File: config.mk
export PLATFORM = sky130hd
export DESIGN_NAME = axil_reg_slave
export DESIGN_NICKNAME = d
export VERILOG_FILES = /design/src/rtl/axil_reg_slave.sv
export SDC_FILE = /design/constraint.sdc
export NUM_CORES = 1
export LEC_CHECK = 0
export ABC_AREA = 0
export ABC_CLOCK_PERIOD_IN_PS = 2900
export CAP_MARGIN = 25
export CORE_UTILIZATION = 42
export DETAILED_ROUTE_END_ITERATION = 8
export PLACE_DENSITY = 0.95
export REMOVE_ABC_BUFFERS = 1
export SETUP_SLACK_MARGIN = 0.5
export SKIP_CTS_REPAIR_TIMING = 1
export SLEW_MARGIN = 5
export SYNTH_ARGS = -nofsm -noshare
export SYNTH_HDL_FRONTEND = slang
export SYNTH_SLANG_ARGS = --single-unit
File: constraint.sdc
create_clock -name clk -period 2.9 [get_ports clk]
set_clock_uncertainty 0.15 [all_clocks]
set_input_delay 0.435 -clock clk [delete_from_list [all_inputs] [get_ports clk]]
set_output_delay 0.435 -clock clk [all_outputs]
set_load 0.02 [all_outputs]
File: src/rtl/axil_reg_slave.sv
// ---------------------------------------------------------------------------
// axil_reg_slave
//   AXI4-Lite slave that turns bus transactions into a simple register-side
//   strobe interface. Writes and reads run on independent FSMs, each with a
//   single transaction outstanding.
//
// Ports
//   clk, rst_n                       clock, async active-low reset
//   s_aw*/s_w*/s_b*                  AXI4-Lite write address/data/response
//   s_ar*/s_r*                       AXI4-Lite read address/data
//   address, write_en,               register-side write strobe; write_en
//   write_data, write_strb           pulses one cycle for in-range writes
//   rd_address, rd_data              register-side read; rd_data is sampled
//                                    one cycle after the AR handshake
// ---------------------------------------------------------------------------
module axil_reg_slave #(
    parameter int unsigned OFFSET        = 0,
    parameter int unsigned ADDRESS_STEP  = 4,
    parameter int unsigned NUM_ADDRESSES = 32
) (
    input  logic        clk,
    input  logic        rst_n,
    // write address / data
    input  logic [31:0] s_awaddr,
    input  logic        s_awvalid,
    output logic        s_awready,
    input  logic [31:0] s_wdata,
    input  logic [3:0]  s_wstrb,
    input  logic        s_wvalid,
    output logic        s_wready,
    // write response
    output logic [1:0]  s_bresp,
    output logic        s_bvalid,
    input  logic        s_bready,
    // read
    input  logic [31:0] s_araddr,
    input  logic        s_arvalid,
    output logic        s_arready,
    output logic [31:0] s_rdata,
    output logic [1:0]  s_rresp,
    output logic        s_rvalid,
    input  logic        s_rready,
    // register side
    output logic [31:0] address,
    output logic        write_en,
    output logic [31:0] write_data,
    output logic [3:0]  write_strb,
    output logic [31:0] rd_address,
    input  logic [31:0] rd_data
);

    localparam logic [31:0] C_OFFSET = 32'(OFFSET);
    localparam logic [31:0] C_SPAN   = 32'(NUM_ADDRESSES * ADDRESS_STEP);
    localparam logic [31:0] C_STEP   = 32'(ADDRESS_STEP);
    localparam logic [1:0]  C_OKAY   = 2'b00;
    localparam logic [1:0]  C_SLVERR = 2'b10;

    // Range check done as a 33-bit subtraction: the borrow bit flags
    // addr < OFFSET, and comparing the offset against the span avoids any
    // overflow of OFFSET + span near the top of the address space.
    function automatic logic f_in_range(input logic [31:0] a);
        logic [32:0] diff;
        diff = {1'b0, a} - {1'b0, C_OFFSET};
        return !diff[32] && (diff[31:0] < C_SPAN) && ((diff[31:0] % C_STEP) == 32'd0);
    endfunction

    // -----------------------------------------------------------------------
    // Write path
    // -----------------------------------------------------------------------
    typedef enum logic [2:0] {
        W_IDLE, W_NEED_DATA, W_NEED_ADDR, W_EXEC, W_RESP
    } wstate_t;

    wstate_t     r_wstate, w_wnext;
    logic [31:0] r_address;
    logic [31:0] r_write_data;
    logic [3:0]  r_write_strb;
    logic [1:0]  r_bresp;
    logic        w_aw_hs, w_w_hs, w_wr_in_range;

    assign w_aw_hs       = s_awvalid && s_awready;
    assign w_w_hs        = s_wvalid && s_wready;
    assign w_wr_in_range = f_in_range(r_address);

    always_ff @(posedge clk or negedge rst_n) begin
        if (!rst_n) r_wstate <= W_IDLE;
        else        r_wstate <= w_wnext;
    end

    always_comb begin
        w_wnext   = r_wstate;
        s_awready = 1'b0;
        s_wready  = 1'b0;
        write_en  = 1'b0;
        s_bvalid  = 1'b0;
        case (r_wstate)
            W_IDLE: begin
                s_awready = 1'b1;
                s_wready  = 1'b1;
                if (s_awvalid && s_wvalid) w_wnext = W_EXEC;
                else if (s_awvalid)        w_wnext = W_NEED_DATA;
                else if (s_wvalid)         w_wnext = W_NEED_ADDR;
            end
            W_NEED_DATA: begin
                s_wready = 1'b1;
                if (s_wvalid) w_wnext = W_EXEC;
            end
            W_NEED_ADDR: begin
                s_awready = 1'b1;
                if (s_awvalid) w_wnext = W_EXEC;
            end
            W_EXEC: begin
                write_en = w_wr_in_range;
                w_wnext  = W_RESP;
            end
            W_RESP: begin
                s_bvalid = 1'b1;
                if (s_bready) w_wnext = W_IDLE;
            end
            default: w_wnext = W_IDLE;
        endcase
    end

    // Captured address/data double as the register-side outputs; they hold
    // their last value outside W_EXEC since write_en qualifies them.
    always_ff @(posedge clk or negedge rst_n) begin
        if (!rst_n) begin
            r_address    <= '0;
            r_write_data <= '0;
            r_write_strb <= '0;
            r_bresp      <= C_OKAY;
        end else begin
            if (w_aw_hs) r_address <= s_awaddr;
            if (w_w_hs) begin
                r_write_data <= s_wdata;
                r_write_strb <= s_wstrb;
            end
            if (r_wstate == W_EXEC) r_bresp <= w_wr_in_range ? C_OKAY : C_SLVERR;
        end
    end

    assign address    = r_address;
    assign write_data = r_write_data;
    assign write_strb = r_write_strb;
    assign s_bresp    = r_bresp;

    // -----------------------------------------------------------------------
    // Read path
    // -----------------------------------------------------------------------
    typedef enum logic [1:0] {
        R_IDLE, R_FETCH, R_RESP
    } rstate_t;

    rstate_t     r_rstate, w_rnext;
    logic [31:0] r_rd_address;
    logic [31:0] r_rdata;
    logic [1:0]  r_rresp;
    logic        w_ar_hs, w_rd_in_range;

    assign w_ar_hs       = s_arvalid && s_arready;
    assign w_rd_in_range = f_in_range(r_rd_address);

    always_ff @(posedge clk or negedge rst_n) begin
        if (!rst_n) r_rstate <= R_IDLE;
        else        r_rstate <= w_rnext;
    end

    always_comb begin
        w_rnext   = r_rstate;
        s_arready = 1'b0;
        s_rvalid  = 1'b0;
        case (r_rstate)
            R_IDLE: begin
                s_arready = 1'b1;
                if (s_arvalid) w_rnext = R_FETCH;
            end
            R_FETCH: w_rnext = R_RESP;
            R_RESP: begin
                s_rvalid = 1'b1;
                if (s_rready) w_rnext = R_IDLE;
            end
            default: w_rnext = R_IDLE;
        endcase
    end

    // Read data is registered in R_FETCH so it stays stable through R_RESP
    // regardless of what rd_data does afterwards.
    always_ff @(posedge clk or negedge rst_n) begin
        if (!rst_n) begin
            r_rd_address <= '0;
            r_rdata      <= '0;
            r_rresp      <= C_OKAY;
        end else begin
            if (w_ar_hs) r_rd_address <= s_araddr;
            if (r_rstate == R_FETCH) begin
                r_rdata <= w_rd_in_range ? rd_data : 32'h0;
                r_rresp <= w_rd_in_range ? C_OKAY : C_SLVERR;
            end
        end
    end

    assign rd_address = r_rd_address;
    assign s_rdata    = r_rdata;
    assign s_rresp    = r_rresp;

endmodule

Word level (Yosys, flattened, before mapping)
Cells that the tools add are included.
{"block": "totals", "ff_bits": 141, "latchBits": 0, "ram_bits": 0, "mem_bits_ro": 0, "in_bits": 139, "output_inout_bits": 142, "mem_count": 0}
{"block": "op_classes", "n_addsub": 0, "multipliers": 0, "div_mod_pow": 0, "order_cmp": 2, "eq_ne": 12, "shift": 0, "n_mux": 19, "bitwise": 0, "reduce_logical": 14}
{"cell": "$logic_not A32 Y1", "count": 2}
{"cell": "$lt A32 B8 Y1 const B", "count": 2}
{"cell": "$mux W32", "count": 1}
{"cell": "$mux W3", "count": 6}
{"cell": "$pmux W3 S5", "count": 1}
{"cell": "$ne A2 B2 Y1 const B", "count": 5}
{"cell": "$mux W2", "count": 4}
{"cell": "$eq A3 B2 Y1 const B", "count": 2}
{"cell": "$logic_and A1 B1 Y1", "count": 6}
{"cell": "$mux W1", "count": 6}
{"cell": "$pmux W2 S3", "count": 1}
{"cell": "$ne A4 B4 Y1 const B", "count": 1}
{"cell": "$reduce_and A4 Y1", "count": 1}
{"cell": "$reduce_or A2 Y1", "count": 2}
{"cell": "$eq A3 B1 Y1 const B", "count": 1}
{"cell": "$eq A3 B3 Y1 const B", "count": 1}
{"cell": "$logic_not A3 Y1", "count": 1}
{"cell": "$eq A2 B1 Y1 const B", "count": 1}
{"cell": "$eq A2 B2 Y1 const B", "count": 1}
{"cell": "$logic_not A2 Y1", "count": 1}
{"cell": "$reduce_and A2 Y1", "count": 1}

Depth between registers and ports, before layout
{"block": "depth", "word_depth": 4, "mapped_depth": 5, "ltp_nobuf": 4}

Least setup slack after synthesis
OpenSTA, ideal clock, no wires.
{"block": "synth_timing", "path_type": "reg2out", "startpoint": "register r_address[20], in the netlist address[20]", "endpoint": "output write_en", "t_arrival_ns": 1.359, "required_time_ns": 2.315, "path_slack_ns": 0.956, "stages_incl_launch_ff": 4, "path_buffers": 0, "path_cell_list": "dfrtp_1 -> nor4_1 -> nand2_1 -> nor3_1"}
{"block": "synth_between", "elab_chain_len": 3}
{"element": "start, declared", "line_no": "75", "text": "logic [31:0] r_address;"}
{"element": "start signal, assigned", "line_no": "133", "text": "if (w_aw_hs) r_address <= s_awaddr;"}
{"element": "$lt A32 B8 Y1", "line_no": "64", "text": "return !diff[32] && (diff[31:0] < C_SPAN) && ((diff[31:0] % C_STEP) == 32'd0);"}
{"element": "$logic_and A1 B1 Y1", "line_no": "64"}
{"element": "$mux W1", "line_no": "96", "text": "case (r_wstate)"}
{"element": "end, declared", "line_no": "45", "text": "output logic write_en,"}
No other way between the ends.

Worst setup path in the final report
{"block": "layout_timing", "startpoint": "register r_address[8], in the netlist address[8]", "endpoint": "output write_en"}
The elaborated chain is that of the path after synthesis.

==> metrics.md <==
| Metric | Value |
|---|---|
| Synth Register Bits | `139` |
| CTS tree | `yes` |
| Most frequent cells in the layout | `clkdlybuf4s50_1 (275), dfrtp_1 (139), mux2_2 (99)` |
| Area Growth Syn to Fin | `66.7%` |
| Initial Util | `0.436` |
| Tcrit/Tclk final | `0.797` |
| Crit Path Class | `register to output port` |
| Cell Chain, Critical Path | `nor4_1, nand4_1, nor3_2, clkbuf_2` |
| Die Height | `114 um` |
| GRT Total Usage | `0.227` |
| Synth Instances | `337` |
| Via-to-Cell Ratio | `4.93` |
| Final ANT Viol Nets | `0` |
| Max-slew violations | `0` |
| Grt total ovfl | `0` |
| Final worst path period need | `2310 ps` |
| CP arrival | `1730 ps` |
| CP Capture Type | `output port` |
| Post-Syn Area | `5300 um^2` |
| Max FO, Critical Path | `3` |
| Port bufs | `278` |
| CP max stage cell | `dfrtp_1` |
| Clk root buf | `clkbuf_16` |
| Maximum VDD drop | `0.000751 V` |
| Final cell count without fillers | `804` |
| Hold Crit Class | `input pin to asynchronous set/reset pin` |
| Multi-input logic area | `1700 um^2` |
| Setup TNS | `0 ps` |
| Core area | `12200 um^2` |
| FMAX | `0.432 GHz` |
| Storage cell area | `3480 um^2` |
| Mapped Avg Cell Area | `15.7 um^2` |
| Largest net degree at the start of global routing | `67` |
| Vias in the first global route | `4186` |
| Sinks on Clock Net | `139` |
| Power Density | `1070 nW/um^2` |
| Fillers | `734` |
| DPL Wire Length | `10400 um` |
| Layout cells sized above 1 | `0.233` |
| Syn. warnings | `0` |
| Routability cong. | `0.759` |
| Die W | `114 um` |
| Number of distinct library cells after synthesis | `27` |
| Max incr delay on CP | `390 ps` |
| Commonest non-fill, non-tap cell in the layout | `clkdlybuf4s50_1` |
| DRC | `0` |
| DR vias | `3967` |
| Antenna cells | `0` |
| CTS HTree Levels | `4` |
| First drt pass iteration count | `5` |
| Sequential area share after synthesis | `0.656` |
| Skew-Pair Late Insertion Delay | `420 ps` |
| P_leak | `3.71 nW` |
| First-pass GRT wire length | `22100 um` |
| DIE AREA | `13100 um^2` |
| Routed WL per cell | `18.0 um` |
| Total wire length | `14500 um` |
| RSZ-0062 raised after global routing | `yes` |
| Final setup viols | `0` |
| CTS Buffer Depth | `2` |
| Iter 0 DRT Violations | `151` |
| Final nets | `762` |
| Run status | `finished, final reports clean` |
| Required time of the critical path | `2320 ps` |
| Hold Violations, Final | `0` |
| Initial antenna violation count | `0` |
| Critical Path Start Type | `register` |
| Rows | `40` |
| Max-capacitance violation count | `0` |
| Reg clk slew, reported paths | `60 ps` |
| Cts bufs inserted | `17` |
| Num ports | `281` |
| Post-placement cell count | `771` |
## routing by layer
layer / up-vias / track usage / wire length [um]
met5: - / 0 / 0
met4: 0 / 0.103 / 345
met3: 29 / 0.0778 / 1210
met2: 216 / 0.376 / 7230
met1: 1928 / 0.266 / 5690
li1: 1794 / - / -
## synth_stat cells
cell type,n,share of area
buf_2,10,0.0094
nor2_1,6,0.0042
nor4_2,4,0.0094
mux2_2,99,0.21
and3b_1,1,0.0017
o21ai_0,1,0.00094
buf_4,2,0.0028
nand2_1,4,0.0028
inv_1,4,0.0028
mux2_1,1,0.0021
nand4_1,2,0.0024
a22o_1,32,0.053
nor3_1,3,0.0028
or4_4,1,0.0021
clkbuf_1,5,0.0035
nor3b_1,1,0.0014
nand2b_1,3,0.0035
conb_1,1,0.00071
buf_6,3,0.0064
mux2i_1,1,0.0019
nor4_1,7,0.0083
a21o_1,1,0.0014
a21oi_1,2,0.0019
nor2_2,1,0.0012
dfrtp_1,139,0.66
nor4_4,1,0.0040
and2_1,2,0.0024
## logic make-up after synthesis
group / Yosys count / synth area share
flops: 139 / 0.656
mux: 101 / 0.214
compound gates: 36 / 0.0571
simple gates: 36 / 0.0463
buf+inv: 24 / 0.0250
other cells: 1 / 0.000708
## critical path: cells and delay by family, from the launching register on
| kind | cells | cell delay [ps] |
|---|---|---|
| buffers and inverters | 1 | 210 |
| flip-flops | 1 | 390 |
| AND/OR/NAND/NOR | 3 | 710 |
## path summary, 6_finish.rpt
| path | startpoint | endpoint | slack [ps] | cells past startpoint |
|---|---|---|---|---|
| max in group asynchronous | rst_n | s_rdata[7]$_DFFE_PN0N_ | 1520 | 3 |
| min in group clk | address[4]$_DFFE_PN0P_ | address[4]$_DFFE_PN0P_ | 360 | 1 |
| setup reg to reg | rd_address[20]$_DFFE_PN0P_ | s_rdata[28]$_DFFE_PN0N_ | 930 | 5 |
| hold / removal | rst_n | write_data[29]$_DFFE_PN0P_ | 360 | 2 |
| setup / recovery | address[8]$_DFFE_PN0P_ | write_en | 590 | 4 |
| hold reg to reg | address[4]$_DFFE_PN0P_ | address[4]$_DFFE_PN0P_ | 360 | 1 |
## layout make-up
class	count	share of cell area
clock buffer	19	0.0502
clock inverter	13	0.0143
inverter	4	0.00170
multi-input combinational	175	0.193
sequential	139	0.394
tap	168	0.0238
timing repair buffer	286	0.323
## state kept, by name, indices dropped and copies added (netlist names)
name	flops
address	32
rd_address	32
s_rdata	32
write_data	32
write_strb	4
r_wstate	3
r_rstate	2
s_bresp	1
s_rresp	1
## where the power goes
part / internal (mW) / total [mW] / leakage [nW] / switching [mW]
sequential: 2.70 / 3.26 / 1.70 / 0.560
combinational: 2.22 / 4.15 / 1.73 / 1.93
clock: 1.28 / 2.08 / 0.278 / 0.801
total: 6.19 / 9.48 / 3.71 / 3.29
## metrics by stage
step           area [um^2]  power [mW]  utilization  hold WS, ps  setup slack [ps]
2_1_floorplan         5180        5.26            -        -10.6               403
3_3_place_gp          8240        7.26        0.678          232               598
3_5_place_dp          8240        7.42        0.678          245               554
4_1_cts               8810        9.54        0.725         -203              69.6
5_1_grt               8830        9.90        0.726          362               480
6_report              8830        9.48        0.726          355               587
(Power assumes the default switching activity.)
